===== src/rtl/multiplier_pkg.sv =====
// Shared constants and helpers for the iterative shift-add multiplier.
package multiplier_pkg;

    localparam int WIDTH_DEFAULT = 16;

    // Step counter must hold values 0..WIDTH.
    function automatic int count_width(input int w);
        return $clog2(w + 1);
    endfunction

endpackage


===== src/rtl/multiplier_core_addsub.sv =====
// Accumulate-step adder/subtractor. Subtraction is used only on the final
// step of a signed multiply, where the multiplier MSB carries negative weight.
module mult_addsub #(
    parameter int W = 32
) (
    input  logic [W-1:0] x,
    input  logic [W-1:0] y,
    input  logic         sub,
    output logic [W-1:0] sum
);

    // Modulo-2^W add or subtract.
    always_comb begin
        sum = sub ? (x - y) : (x + y);
    end

endmodule


===== src/rtl/multiplier_core.sv =====
// Iterative radix-2 shift-add multiplier, WIDTH x WIDTH -> 2*WIDTH.
// One partial product per clock; done pulses WIDTH clocks after the accept
// edge and out holds until the next completion or reset.
// Build option: MULTIPLIER_SIGNED_EN adds the is_signed input (two's
// complement operands when set, sampled on accept).
//
// state | meaning
// IDLE  | busy=0: waiting for start, out holds last product
// BUSY  | busy=1: count = partial products accumulated so far
module multiplier_core
    import multiplier_pkg::*;
#(
    parameter int WIDTH = WIDTH_DEFAULT
) (
    input  logic               clk,
    input  logic               reset,
    input  logic               start,
`ifdef MULTIPLIER_SIGNED_EN
    input  logic               is_signed,
`endif
    input  logic [WIDTH-1:0]   a,
    input  logic [WIDTH-1:0]   b,
    output logic [2*WIDTH-1:0] out,
    output logic               busy,
    output logic               done
);

    localparam int             CW   = count_width(WIDTH);
    localparam logic [CW-1:0]  LAST = CW'(WIDTH - 1);

    logic [2*WIDTH-1:0] mcand;
    logic [WIDTH-1:0]   mplier;
    logic [2*WIDTH-1:0] acc;
    logic [2*WIDTH-1:0] acc_sum;
    logic [2*WIDTH-1:0] acc_next;
    logic [CW-1:0]      count;
    logic               last_step;
    logic               signed_in;
    logic               signed_q;
    logic               sext;

`ifdef MULTIPLIER_SIGNED_EN
    assign signed_in = is_signed;

    // Signedness is frozen at accept so the operand bus may change mid-op.
    always_ff @(posedge clk) begin
        if (reset)
            signed_q <= 1'b0;
        else if (start && !busy)
            signed_q <= is_signed;
    end
`else
    assign signed_in = 1'b0;
    assign signed_q  = 1'b0;
`endif

    assign sext      = signed_in & a[WIDTH-1];
    assign last_step = (count == LAST);

    mult_addsub #(
        .W (2*WIDTH)
    ) u_addsub (
        .x   (acc),
        .y   (mcand),
        .sub (last_step & signed_q),
        .sum (acc_sum)
    );

    // Partial product is taken only when the current multiplier bit is set.
    always_comb begin
        acc_next = mplier[0] ? acc_sum : acc;
    end

    // Control, operand shift registers and result register.
    always_ff @(posedge clk) begin
        if (reset) begin
            mcand  <= '0;
            mplier <= '0;
            acc    <= '0;
            count  <= '0;
            out    <= '0;
            busy   <= 1'b0;
            done   <= 1'b0;
        end else begin
            done <= 1'b0;
            if (busy) begin
                acc    <= acc_next;
                mcand  <= mcand << 1;
                mplier <= mplier >> 1;
                count  <= count + CW'(1);
                if (last_step) begin
                    out  <= acc_next;
                    busy <= 1'b0;
                    done <= 1'b1;
                end
            end else if (start) begin
                mcand  <= {{WIDTH{sext}}, a};
                mplier <= b;
                acc    <= '0;
                count  <= '0;
                busy   <= 1'b1;
            end
        end
    end

endmodule


===== config.mk =====
export PLATFORM = sky130hd
export DESIGN_NAME = multiplier_core
export DESIGN_NICKNAME = d
export VERILOG_FILES = /design/src/rtl/multiplier_pkg.sv /design/src/rtl/multiplier_core_addsub.sv /design/src/rtl/multiplier_core.sv
export SDC_FILE = /design/constraint.sdc
export NUM_CORES = 1
export LEC_CHECK = 0
export ABC_AREA = 1
export CORE_MARGIN = 1
export CORE_UTILIZATION = 60
export DETAILED_ROUTE_END_ITERATION = 10
export PLACE_DENSITY = 0.82
export REMOVE_ABC_BUFFERS = 1
export SLEW_MARGIN = 20
export SYNTH_ARGS = -nofsm -noshare
export SYNTH_HDL_FRONTEND = slang
export SYNTH_HIERARCHICAL = 1
export SYNTH_SLANG_ARGS = --single-unit
export TNS_END_PERCENT = 1

===== constraint.sdc =====
create_clock -name clk -period 3.55 [get_ports clk]
set_input_delay 0.71 -clock clk [delete_from_list [all_inputs] [get_ports clk]]
set_output_delay 0.71 -clock clk [all_outputs]
set_load 0.01 [all_outputs]

# After elaboration in Yosys (flattened, before gate mapping)
# Index checks and enable logic that the tools add are counted.
# Widths: inputs -> output; s select.
[classes] addsub=2 n_eq_ne=1 muxes=13 bitwise_logic=1 reduce_logical=4
[op_table] cell="$mux 32" count=5
[op_table] cell="$add 32x32->32" count=1
[op_table] cell="$mux 15" count=2
[op_table] cell="$mux 5" count=2
[op_table] cell="$add 5x1->5 const B" count=1
[op_table] cell="$eq 5x4->1 const B" count=1
[op_table] cell="$mux 1" count=4
[op_table] cell="$reduce_or 2->1" count=2
[op_table] cell="$reduce_and 2->1" count=1
[op_table] cell="$reduce_bool 2->1" count=1
[op_table] cell="$not 1->1" count=1
[totals] ff_bits=119 in_bits=35 output_inout_bits=34 wordCells=30

# Longest topological paths before layout
# Gate-level depths: netlist (run 1).
[depth] ltp_word=3 depth_mapped=26 mapped_depth_nobuf=26

# Cells and area by module
# Netlist (run 1), hierarchy kept.
[by_module_without_submodules] mod="multiplier_core" instances=1 cells_per_inst=734 area_each_um2=5240.0 seq_area_each_um2=2382.3
[by_module_without_submodules] mod="mult_addsub" instances=1 cells_per_inst=705 area_each_um2=3388.2 seq_area_each_um2=0.0

# Worst setup path after synthesis (run 1)
# OpenSTA, ideal clock, no wires.
[synth_timing] path_type="register to register" from="register mcand[0]" to="register out[31]" setup_ps=121 arrival_time_ps=2470 required_time_ps=3429 slack_ps=959 stages_incl_launch_ff=24 path_buffers=0 period_less_slack_ps=2591 path_cell_list="dfxtp_1 inv_1 ha_1 nand3_1 nor2_1 nand2_1 xnor2_1 nand2_1 o21ai_0 ha_1 nand2_1 inv_1 nand2_1 nand2_1 a21oi_1 nand2_2 nand2_2 nand2_1 nand2_1 nand2_1 nand2_1 nand2_1 nand2_1 o21ai_0"
[synth_via] elab_chain_cells=2
[synth_rtl] item="start, declared" line="multiplier_core.sv:31" rtl="logic [2*WIDTH-1:0] mcand;"
[synth_rtl] item="start signal, assigned" line="multiplier_core.sv:88" rtl="mcand <= mcand << 1;"
[synth_rtl] item="start signal, assigned" line="multiplier_core.sv:97" rtl="mcand <= {{WIDTH{sext}}, a};"
[synth_rtl] item="$add 32x32->32" line="multiplier_core_addsub.sv:14" rtl="sum = sub ? (x - y) : (x + y);"
[synth_rtl] item="net acc_sum[31]" line="multiplier_core.sv:34" rtl="logic [2*WIDTH-1:0] acc_sum;"
[synth_rtl] item="$mux 32" line="multiplier_core.sv:71" rtl="acc_next = mplier[0] ? acc_sum : acc;"
[synth_rtl] item="end signal, assigned" line="multiplier_core.sv:92" rtl="out <= acc_next;"
[synth_rtl] item="end, declared" line="multiplier_core.sv:23" rtl="output logic [2*WIDTH-1:0] out,"
# The timed path passes the listed nets, and every way through them passes these cells.
# A chain may end at the register's enable or synchronous reset.

# Worst setup path in the final report (run 1)
[layout_timing] from="register mcand[1]" to="register acc[25]"
[layout_via] elab_chain_cells=3
[layout_rtl] item="$add 32x32->32" line="multiplier_core_addsub.sv:14"
[layout_rtl] item="net acc_sum[25]" line="multiplier_core.sv:34"
[layout_rtl] item="$mux 32" line="multiplier_core.sv:71"
[layout_rtl] item="$mux 32" line="multiplier_core.sv:86" rtl="if (busy) begin"
[layout_rtl] item="end signal, assigned" line="multiplier_core.sv:87" rtl="acc <= acc_next;"
[layout_rtl] item="end, declared" line="multiplier_core.sv:33" rtl="logic [2*WIDTH-1:0] acc;"
# The timed path passes the listed nets, and every way through them passes these cells.

==> results of run 1 <==
==> through the flow <==
step	setup WS (ps)	instance area, um^2	util	hold slack [ps]	total power, W
floorplan	699	8300	-	451	0.00205
global placement	393	9260	0.665	452	0.00227
detailed placement	356	9290	0.667	455	0.00229
CTS	300	9930	0.713	464	0.00417
global route	17.3	9940	0.714	472	0.00436
finish	362	9940	0.714	459	0.00418
==> kinds of logic after synthesis <==
kind of cell | after synthesis | share of synthesized area
xor+xnor | 42 | 0.0426
other cells | 1 | 0.000435
flops | 119 | 0.276
simple gates | 844 | 0.404
buf+inv | 283 | 0.142
compound gates | 114 | 0.0819
fa+ha+maj | 36 | 0.0531
==> path summary, 6_finish.rpt <==
kind	start	to	slack, ps	depth (start not counted)
worst min-delay path	out[2]	out[2]	460	2
worst max register to register	mcand[1]	acc[25]	360	20
worst min register to register	out[2]	out[2]	460	2
worst max-delay path	mcand[1]	acc[25]	360	20
==> power by group <==
group	internal (W)	total [W]	switching (W)	leakage [nW]
combinational	0.000297	0.000883	0.000586	3.97
sequential	0.00137	0.00140	0.0000350	0.965
clock	0.00123	0.00189	0.000661	0.309
==> routing by layer <==
metal / up-vias / global-route usage
li1: 4488 / -
met5: - / 0
met2: 282 / 0.517
met4: 0 / 0.152
met1: 3916 / 0.404
met3: 61 / 0.0571
==> state kept, by name (all words and copies together), names as in the netlist <==
signal and cells:
mplier 16, out 32, busy 1, acc 32, count 5, done 1
mcand 32
==> synth_stat cells, types with 6 or more instances <==
master / instances
xor2_1: 30
nor2_1: 111
a22oi_1: 17
nand2_1: 554
inv_1: 223
nand2_2: 16
a21oi_1: 32
inv_2: 7
o21ai_0: 35
o21ai_2: 19
ha_1: 35
buf_6: 11
buf_4: 12
xnor2_1: 12
nand3_1: 139
dfxtp_1: 119
o21ai_1: 6
nor2_2: 7
buf_2: 23
==> final cells by class <==
cell class	count	area (um^2)	share of cell area
Clock buffer	21	470	0.0473
Tap cell	180	225	0.0226
Multi-Input combinational cell	1041	5050	0.508
Sequential cell	119	2380	0.240
Inverter	232	876	0.0881
Clock inverter	11	171	0.0172
Timing Repair Buffer	75	766	0.0770
==> worst max-delay path: cells and delay by family (launching register included) <==
kind	cells	cell delay [ps]
AND/OR/NAND/NOR	13	1600
XOR/XNOR	1	160
adder cells (fa/ha/maj)	2	650
AO/OA/AOI/OAI	2	210
buffers and inverters	2	130
flip-flops	1	340
==> run metrics, run 1 <==
Worst Setup Start Kind=flip-flop; Worst Skew=7.61 ps; Least-Margin Pin Slew=about 1100 ps; Syn Std Cell Area=roughly 8600 um^2; TritonCTS clock tree=yes; WP data required=between 3000 and 4000 ps; H-tree Lvls=4; CORE AREA=approximately 14000 um^2; nature of the critical path endpoint=flip-flop; Avg WL per Cell=~13 um; Ys Warns=6; slowest CP cell=ha_1; most frequent cells in the layout=nand2_1 (554), inv_1 (222), nand3_1 (138), dfxtp_1 (118), nor2_1 (111); FMAX=roughly 310 MHz; post-synthesis register bit count=119; pwr/cell area=approximately 420 nW/um^2; commonest non-fill, non-tap cell in the layout=nand2_1; Tcrit/Tclk final=0.898; P&R area growth vs syn=15.3%; EDFF count, synth=0; routability cong.=0.978; worst-path fanout max=5; DR vias/cell=approximately 5.2; register area share after synthesis=0.276; post-CTS setup buffers=0; Pins Over Slew Limit=0; Vert. Die Dim=roughly 120 um; cts hold-fix bufs=0; Final setup viols=0; Placed Cells=approximately 1600; min-delay worst type=reg -> reg; DP HPWL=around 16 mm; top cells by area, synth=dfxtp_1 (28%), nand2_1 (24%), inv_1 (9.7%); drt total wl=around 22 mm; post-route ant nets=0; port bufs=68; latest clock arrival within the worst-skew pair=about 430 ps; number of I/O pins=about 70; RSZ-0062 raised after global routing=no; Sink Count=119; via count of the routed design=between 8000 and 9000; number of fill cells=roughly 1200; Die Area=14900 um^2; Syn Inst Count=between 1000 and 1500; Slew HR=0.268; TritonCTS Buffers=17; n_diodes=0; layout cells sized above 1=0.0680; DRT Pass-1 Iters=5; Max-cap violations=0; Post-CTS Resized=0; vias in the first global route=7910; Die W=~120 um; final hold violation count=0; Post-Syn Area per Cell=around 6 um^2; GRT Total Usage=0.318; Initial Util=0.619; VDD IR max=0.000350 V; row cnt=43; status=finished, final reports clean; met2 WL=slightly above 10 mm; Nets=1557; critical path class=reg -> reg; clock-pin slew on the worst setup and hold paths=about 60 ps; signal arrival time at the worst endpoint=between 3000 and 4000 ps; slowest cell delay on critical path=~400 ps; maximum clock insertion buffer count=2; Met1 Routed Length=10.0 mm; initial DRC count=between 600 and 700; top cell type's share of synthesized area=0.276; largest net degree at the start of global routing=56; Static Leak=around 5.2 nW; dominant cell type by area after synthesis=dfxtp_1; antenna violations before repair=0; Netlist cell types=35; CP cell instances=inv_1 > ha_1 > nand3_2 > nor2_4 > nand3_1 > xor2_1 > nand2_1 > o21ai_1 > ha_1 > nand2_1 > nor2_1 > and2_1 > nand3_1 > nand2_1 > nand2_1 > nand2_1 > inv_1 > nand2_1 > nand3_1 > a21oi_1; Detail Route met3 WL=about 1.2 mm; asr flop ratio synth=0; Non-Filler Instances=1679; post-route minimum period=around 3200 ps; DRC Markers=0; Top cell by count, worst path=nand2_1; Root Driver=clkbuf_16; Setup Total Neg Slack=0 ps; grt ovf=0; first-pass GRT wire length=between 30 and 40 mm; max layer used=met4; ys flop type=dfxtp_1
No activity file was read; power rests on OpenSTA's default activity.
==> run 2: changes to the inputs <==
Settings changed: HOLD_SLACK_MARGIN set to 0.03.
==> results of run 2 <==
Same layout as run 1: the final DEF is identical, and so are final timing and power.
